===== config.mk =====
export PLATFORM = sky130hd
export DESIGN_NAME = div_seq
export DESIGN_NICKNAME = d
export VERILOG_FILES = /design/src/rtl/div_seq.sv
export SDC_FILE = /design/constraint.sdc
export NUM_CORES = 1
export LEC_CHECK = 0
export CELL_PAD_IN_SITES_DETAIL_PLACEMENT = 1
export CELL_PAD_IN_SITES_GLOBAL_PLACEMENT = 2
export CORE_ASPECT_RATIO = 1.5
export CORE_UTILIZATION = 35
export CTS_CLUSTER_DIAMETER = 120
export DETAILED_ROUTE_END_ITERATION = 10
export PLACE_DENSITY = 0.86
export SYNTH_ARGS = -nofsm -noshare
export SYNTH_HDL_FRONTEND = slang
export SYNTH_SLANG_ARGS = --single-unit

===== constraint.sdc =====
create_clock -name clk -period 4.2 [get_ports clk]
set_clock_uncertainty 0.1 [all_clocks]
set_input_delay 1.05 -clock clk [delete_from_list [all_inputs] [get_ports clk]]
set_output_delay 1.05 -clock clk [all_outputs]
set_load 0.03 [all_outputs]

===== src/rtl/div_seq.sv =====
// div_seq: sequential restoring divider, unsigned DW-bit dividend by VW-bit
// divisor, one quotient bit per clock. Operands and results use valid/ready
// handshakes. Divide-by-zero is flagged and returns an all-ones quotient.
module div_seq #(
  parameter int DW = 8,
  parameter int VW = 4
) (
  input  logic          clk,
  input  logic          rst_n,
  input  logic          i_valid,
  output logic          o_ready,
  input  logic [DW-1:0] i_dividend,
  input  logic [VW-1:0] i_divisor,
  output logic          o_valid,
  input  logic          i_ready,
  output logic [DW-1:0] o_quotient,
  output logic [VW-1:0] o_remainder,
  output logic          o_div_by_zero
);

  localparam int CW = (DW > 1) ? $clog2(DW) : 1;

  typedef enum logic [1:0] {
    IDLE = 2'd0,
    BUSY = 2'd1,
    DONE = 2'd2
  } state_t;

  state_t        state_reg;
  logic [CW-1:0] cnt_reg;
  // Dividend bits shift out of the top while quotient bits shift in at the bottom.
  logic [DW-1:0] dvd_reg;
  logic [VW-1:0] dvs_reg;
  logic [VW-1:0] rem_reg;

  logic [VW:0]   rem_ext;
  logic          ge;
  logic [VW-1:0] diff;
  logic [VW-1:0] rem_next;
  logic [DW-1:0] dvd_next;

  // One restoring step: bring down the next dividend bit and trial-subtract.
  // The partial remainder is always below the divisor, so when the extended
  // remainder carries into bit VW the true difference still fits in VW bits
  // and the modular VW-bit subtraction gives it exactly.
  always_comb begin
    rem_ext  = {rem_reg, dvd_reg[DW-1]};
    diff     = rem_ext[VW-1:0] - dvs_reg;
    ge       = rem_ext[VW] || (rem_ext[VW-1:0] >= dvs_reg);
    rem_next = ge ? diff : rem_ext[VW-1:0];
    dvd_next = {dvd_reg[DW-2:0], ge};
  end

  // Control FSM with registered handshake and result outputs.
  always_ff @(posedge clk or negedge rst_n) begin
    if (!rst_n) begin
      state_reg     <= IDLE;
      cnt_reg       <= '0;
      dvd_reg       <= '0;
      dvs_reg       <= '0;
      rem_reg       <= '0;
      o_ready       <= 1'b0;
      o_valid       <= 1'b0;
      o_quotient    <= '0;
      o_remainder   <= '0;
      o_div_by_zero <= 1'b0;
    end else begin
      case (state_reg)
        IDLE: begin
          o_valid <= 1'b0;
          if (i_valid && o_ready) begin
            o_ready <= 1'b0;
            dvd_reg <= i_dividend;
            dvs_reg <= i_divisor;
            rem_reg <= '0;
            if (i_divisor == '0) begin
              // Result is known now; o_valid follows one cycle later from DONE.
              state_reg     <= DONE;
              o_quotient    <= '1;
              o_remainder   <= '0;
              o_div_by_zero <= 1'b1;
            end else begin
              state_reg <= BUSY;
              cnt_reg   <= CW'(DW - 1);
            end
          end else begin
            o_ready <= 1'b1;
          end
        end

        BUSY: begin
          o_ready <= 1'b0;
          dvd_reg <= dvd_next;
          rem_reg <= rem_next;
          cnt_reg <= cnt_reg - CW'(1);
          if (cnt_reg == '0) begin
            state_reg     <= DONE;
            o_valid       <= 1'b1;
            o_quotient    <= dvd_next;
            o_remainder   <= rem_next;
            o_div_by_zero <= 1'b0;
          end
        end

        DONE: begin
          o_ready <= 1'b0;
          if (o_valid && i_ready) begin
            state_reg <= IDLE;
            o_valid   <= 1'b0;
            o_ready   <= 1'b1;
          end else begin
            // Covers the divide-by-zero path, which arrives with o_valid low.
            o_valid <= 1'b1;
          end
        end

        default: begin
          state_reg <= IDLE;
          o_valid   <= 1'b0;
          o_ready   <= 1'b0;
        end
      endcase
    end
  end

endmodule


==> flow_summary.json, run 1 <==
{
  "status": "finished, final reports clean",
  "wl_per_cell_um": 15.1,
  "crit_start": "i_valid",
  "clock_latency_ns": 0.29,
  "core_area_um2": 5160,
  "cts_root_buffer": "clkbuf_8",
  "arrival_ns": 2.70,
  "num_rows": 32,
  "die-area_um2": 5690,
  "synth_cell_types": 40,
  "min-delay-path-class": "reg2reg",
  "multiInputGateArea_um2": 896,
  "max-vdd-ir-drop_mv": 0.272,
  "p_comb_frac": 0.534,
  "wirelength_mm": 4.19,
  "p_switching_uw": 851,
  "p_int_uw": 1140,
  "synthSimpleGateAreaFrac": 0.110,
  "nFillCells": 583,
  "relSlewSlack": 0.342,
  "fp.dieW_um": 61.9,
  "start_util": 0.365,
  "die_height_um": 91.9,
  "cts_tree": "yes",
  "cts_buffers": 5,
  "finalMaxSlewViolations": 0,
  "cts.clk_slew.worst_paths_ns": 0.07,
  "vias": 1431,
  "synth_area_per_cell_um2": 10.6,
  "synth_fa_ha_area_frac": 0.0704,
  "finalInstanceArea_um2": 2360,
  "drc": 0,
  "routabilityCongestion": 0.761,
  "io_pins": 31,
  "drt_pass1_iterations": 4,
  "rr_worst_depth": 6,
  "areaGrowthSynthToFinish_pct": 25.3,
  "tightest_slew_ns": 0.986,
  "fmax_mhz": 381,
  "grt_overflow": 0,
  "synth_xor_area_frac": 0.00465,
  "cts_resized": 0,
  "pwr-share-seq": 0.299,
  "rsz0062_at_grt": "false",
  "num_antenna_cells": 0,
  "syn_inst": 178,
  "cp.required_ns": 4.28,
  "yosysTopAreaCell": "dfrtp_1",
  "clkPwrFrac": 0.167,
  "start_kind": "input pin",
  "yosys_warnings": 0,
  "synth-seq-cells": 36,
  "worst_r2r_endpoint": "rem_reg[2]$_DFFE_PN0P_",
  "synth_nets": 204,
  "dpl-instance-area_um2": 2230,
  "yosys.area.top_type_share": 0.478,
  "dp_hpwl_mm": 3.09,
  "p_leak_uw": 0.00105,
  "crit_end": "rem_reg[0]$_DFFE_PN0P_",
  "post_cts_buffers": 0,
  "grt_pass1_wl_mm": 7.17,
  "cts_sinks": 36,
  "finalSetupTns_ns": 0,
  "ant_nets": 0,
  "cts_max_level": 2,
  "antenna_found_initial": 0,
  "synth.top_cells.by_area": "dfrtp_1 48%, ha_1 6.0%, o21ai_0 5.8%",
  "period_minus_slack_ns": 2.62,
  "layout_common_cells": "36 x dfrtp_1, 30 x clkdlybuf4s50_1, 22 x o21ai_0",
  "synth_compound_area_frac": 0.196,
  "drt_iter0_drc": 37,
  "cts_buffer_depth": 2,
  "fin_nets": 235,
  "synth_top_family_by_area": "compound AO/OA/AOI/OAI gates",
  "min_period_over_period": 0.625,
  "layout-drive-gt1-share": 0.0952,
  "hold_buffers": 0,
  "setup.worst_path.class": "in2reg",
  "grt_usage": 0.172,
  "p_sw_frac": 0.427,
  "drv_cap": 0,
  "reg2reg_from": "state_reg[1]$_DFFE_PN0P_",
  "seq_area_frac_synth": 0.478,
  "ff_latch_area_um2": 901,
  "grt_max_degree": 37,
  "power_density_nw_per_um2": 843,
  "end_kind": "flip-flop",
  "vias_per_cell": 5.15,
  "syn-cell-area_um2": 1880,
  "hold_viol_final": 0,
  "grt_pass1_vias": 1521,
  "final_common_cell": "dfrtp_1",
  "synthMuxAreaShare": 0.0950,
  "setup_viol": 0,
  "numPortBuffers": 30,
  "reg2reg_slack_ns": 1.65,
  "cp_max_fo": 20
}
critical path, cell delays in order:
cell and delay (ns):
clkdlybuf4s50_1 0.42, nand3_1 0.25, and2_1 0.61, nor2_1 0.10, a32o_1 0.28
area by class of cell:
type / count / share of cell area
Sequential cell: 36 / 0.382
Multi-Input combinational cell: 123 / 0.379
Timing Repair Buffer: 31 / 0.130
Clock buffer: 7 / 0.0408
Tap cell: 68 / 0.0360
Inverter: 12 / 0.0191
Clock inverter: 1 / 0.0127
kinds of logic (layout without fill, tap and decap cells):
| logic type | count (synthesis) | after routing |
|---|---|---|
| multiplexers | 17 | 17 |
| XOR/XNOR | 1 | 1 |
| adder cells (fa/ha/maj) | 10 | 10 |
| flip-flops | 36 | 36 |
| AO/OA/AOI/OAI | 54 | 54 |
| buffers and inverters | 19 | 51 |
| AND/OR/NAND/NOR | 41 | 41 |
metal layers:
metal | GRT usage | vias up | routed length, um
met2 | 0.293 | 22 | 2190
met4 | 0.0722 | 0 | 88
li1 | - | 696 | -
met1 | 0.202 | 704 | 1810
met5 | 0 | - | 0
met3 | 0.0339 | 9 | 103
stage by stage:
stage / setup slack [ns] / utilization / hold WS (ns) / total power, uW / std cells
floorplan: 1.97 / - / 0.350 / 1360 / 178
global placement: 1.29 / 0.433 / 0.362 / 1660 / 270
detailed placement: 1.24 / 0.433 / 0.373 / 1680 / 270
CTS: 1.55 / 0.457 / 0.389 / 2020 / 278
global route: 1.43 / 0.457 / 0.414 / 2150 / 278
finish: 1.58 / 0.457 / 0.382 / 1990 / 278
power groups by stage:
stage          Sequential [uW]  Combinational (uW)  Clock, uW
2_1_floorplan              693                 664          0
3_3_place_gp               603                1060          0
3_5_place_dp               606                1070          0
4_1_cts                    599                1080        344
5_1_grt                    614                1180        356
6_report                   595                1060        333
cells in the mapped netlist:
master	number
fa_1	1
a211oi_1	3
o2bb2ai_1	2
a21boi_0	2
nand2_1	16
and3b_1	1
a21o_1	5
and2b_1	1
a32o_1	3
and3_1	1
nand2_4	1
mux2_2	7
nor2_1	11
mux2i_1	10
a21oi_1	2
clkbuf_1	2
buf_2	1
o21ai_0	22
buf_1	1
nor2b_1	1
a31oi_1	2
o211ai_1	1
xor2_1	1
a22oi_1	2
nor3_1	2
ha_1	9
o21a_1	2
dfrtp_1	36
nand3_1	3
buf_6	1
a22o_1	2
a31o_2	1
and2_1	1
buf_4	2
inv_1	12
a21o_4	1
o31a_1	4
nand4_1	1
nand2b_1	1
nor4_4	1
worst min path at each step:
stage                          startpoint                         end  cells after the start
2_1_floorplan      dvd_reg[7]$_DFFE_PN0P_      dvd_reg[7]$_DFFE_PN0P_                      2
3_3_place_gp    o_quotient[0]$_DFFE_PN0P_   o_quotient[0]$_DFFE_PN0P_                      1
3_5_place_dp    o_quotient[0]$_DFFE_PN0P_   o_quotient[0]$_DFFE_PN0P_                      1
4_1_cts         o_quotient[0]$_DFFE_PN0P_   o_quotient[0]$_DFFE_PN0P_                      1
5_1_grt        o_remainder[3]$_DFFE_PN0P_  o_remainder[3]$_DFFE_PN0P_                      1
6_report        o_quotient[0]$_DFFE_PN0P_   o_quotient[0]$_DFFE_PN0P_                      1
(Power assumes the default switching activity.)
==> run 2, diff against run 1 <==
--- a/config.mk
+++ b/config.mk
@@ -8,10 +8,10 @@
 export CELL_PAD_IN_SITES_DETAIL_PLACEMENT = 1
 export CELL_PAD_IN_SITES_GLOBAL_PLACEMENT = 2
 export CORE_ASPECT_RATIO = 1.5
-export CORE_UTILIZATION = 35
+export CORE_UTILIZATION = 34
 export CTS_CLUSTER_DIAMETER = 120
 export DETAILED_ROUTE_END_ITERATION = 10
-export PLACE_DENSITY = 0.86
+export PLACE_DENSITY = 0.84
 export SYNTH_ARGS = -nofsm -noshare
 export SYNTH_HDL_FRONTEND = slang
 export SYNTH_SLANG_ARGS = --single-unit
==> constraint.sdc (replaced) <==
create_clock -name clk -period 2.65 [get_ports clk]
set_clock_uncertainty 0.1 [all_clocks]
set_input_delay 0.6625 -clock clk [delete_from_list [all_inputs] [get_ports clk]]
set_output_delay 0.6625 -clock clk [all_outputs]
set_load 0.03 [all_outputs]
==> run 2 against run 1 <==
Routed wire length grew 9.9%. Critical path type is now reg2reg. Combinational power is 67% higher. Power is 59% higher. Sequential share of layout area decreased by 0.26 points. Sequential power rose by 61%.
==> flow_summary.json, run 2 (same netlist as run 1, synthesis figures left out) <==
{
  "num_antenna_cells": 0,
  "wirelength_mm": 4.60,
  "dpl-instance-area_um2": 2280,
  "cts_sinks": 36,
  "max_stage_delay_ns": 0.42,
  "fin_nets": 241,
  "die-area_um2": 5850,
  "grt_pass1_vias": 1559,
  "use_met3": 0.0329,
  "cts_buffers": 5,
  "cp.required_ns": 2.74,
  "finalMaxSlewViolations": 0,
  "p_leak_uw": 0.00106,
  "use_met1": 0.200,
  "cts_root_buffer": "clkbuf_8",
  "rsz0062_at_grt": "false",
  "num_rows": 32,
  "drc": 0,
  "final_common_cell": "dfrtp_1",
  "vias_per_cell": 5.23,
  "status": "finished, final reports clean",
  "max-vdd-ir-drop_mv": 0.435,
  "io_pins": 31,
  "min-delay-path-class": "reg2reg",
  "drt_pass1_iterations": 4,
  "vias": 1486,
  "cts_resized": 0,
  "cts_buffer_depth": 2,
  "fin_ws_ns": 0.354,
  "clkPwrFrac": 0.135,
  "numPortBuffers": 30,
  "p_comb_frac": 0.562,
  "core_area_um2": 5250,
  "fmax_mhz": 435,
  "routabilityCongestion": 0.787,
  "p_int_uw": 1750,
  "drt_iter0_drc": 30,
  "setup.worst_path.class": "reg2reg",
  "p_switching_uw": 1410,
  "layout_common_cells": "36 x dfrtp_1, 30 x clkdlybuf4s50_1, 22 x o21ai_0",
  "layout-drive-gt1-share": 0.120,
  "grt_util_met2": 0.317,
  "timing.hold.ws_ns": 0.399,
  "end_kind": "flip-flop",
  "grt_usage": 0.176,
  "setup_viol": 0,
  "fp.dieW_um": 62.8,
  "wl_per_cell_um": 16.2,
  "pwr-share-seq": 0.304,
  "finalSetupTns_ns": 0,
  "tightest_slew_ns": 0.490,
  "hold_viol_final": 0,
  "grt_overflow": 0,
  "p_sw_frac": 0.447,
  "drv_cap": 0,
  "ant_nets": 0,
  "grt_pass1_wl_mm": 7.84,
  "areaGrowthSynthToFinish_pct": 26.2,
  "antenna_found_initial": 0,
  "grt.busiest_layer": "met2",
  "power_density_nw_per_um2": 1330,
  "period_minus_slack_ns": 2.30,
  "relSlewSlack": 0.672,
  "cts.clk_slew.worst_paths_ns": 0.08,
  "cts_max_level": 2,
  "start_kind": "flip-flop",
  "start_util": 0.359,
  "hold_buffers": 0,
  "pre_cts_slack_ns": 0.283,
  "cts_tree": "yes",
  "finalInstanceArea_um2": 2380,
  "min_period_over_period": 0.867,
  "dp_hpwl_mm": 3.51,
  "crit_chain": "inv_1 -> ha_1 -> fa_1 -> a21boi_0 -> o21a_1 -> a31o_2 -> mux2_2",
  "cp_max_fo": 5,
  "crit_slowest_cell": "fa_1",
  "die_height_um": 93.2,
  "post_cts_buffers": 0,
  "clock_latency_ns": 0.30,
  "grt_max_degree": 37,
  "arrival_ns": 2.38
}
==> run 2: per-layer routing <==
metal / wire [um] / up-vias
li1: - / 713
met1: 1950 / 744
met2: 2420 / 22
met3: 141 / 7
met4: 85 / 0
met5: 0 / -
==> run 2: final timing paths <==
kind                                           startpoint                   endpoint  slack, ns  cells after the start
max in group asynchronous                           rst_n     rem_reg[0]$_DFFE_PN0P_       1.44                      2
min in group asynchronous                           rst_n     dvs_reg[2]$_DFFE_PN0P_       0.68                      2
worst min-delay path            o_quotient[0]$_DFFE_PN0P_  o_quotient[0]$_DFFE_PN0P_       0.40                      1
worst max-delay path               dvd_reg[7]$_DFFE_PN0P_     rem_reg[2]$_DFFE_PN0P_       0.35                      7
worst max register to register     dvd_reg[7]$_DFFE_PN0P_     rem_reg[2]$_DFFE_PN0P_       0.35                      7
worst min register to register  o_quotient[0]$_DFFE_PN0P_  o_quotient[0]$_DFFE_PN0P_       0.40                      1
==> run 2: worst max-delay path, delay by kind of cell (launching register included) <==
family / cells / cell delay (ns)
multiplexers: 1 / 0.26
buffers and inverters: 1 / 0.08
flip-flops: 1 / 0.36
AO/OA/AOI/OAI: 3 / 0.74
adder cells (fa/ha/maj): 2 / 0.64
==> run 2: metrics by stage <==
stage	power, uW	cells	utilization
after global placement	2680	276	0.435
final	3160	284	0.453
after CTS	3200	284	0.453
after detailed placement	2760	276	0.435
after floorplan	2150	178	-
after global routing	3410	284	0.453
==> run 2: layout make-up <==
| class | instances | area (um2) |
|---|---|---|
| fillers | 589 | 2870 |
| flip-flops and latches | 36 | 901 |
| multi-input cells | 123 | 896 |
| repair buffers | 37 | 353 |
| well taps | 68 | 85.1 |
| clock buffers | 6 | 82.6 |
| inverters | 12 | 45.0 |
| clock inverters | 2 | 15.0 |
==> run 2: power by group through the flow <==
stage               registers [uW]  clock network [uW]  logic (uW)
global route                   991                 456        1960
global placement               959                   0        1720
finish                         959                 425        1770
CTS                            964                 439        1800
floorplan                     1100                   0        1050
detailed placement             973                   0        1790
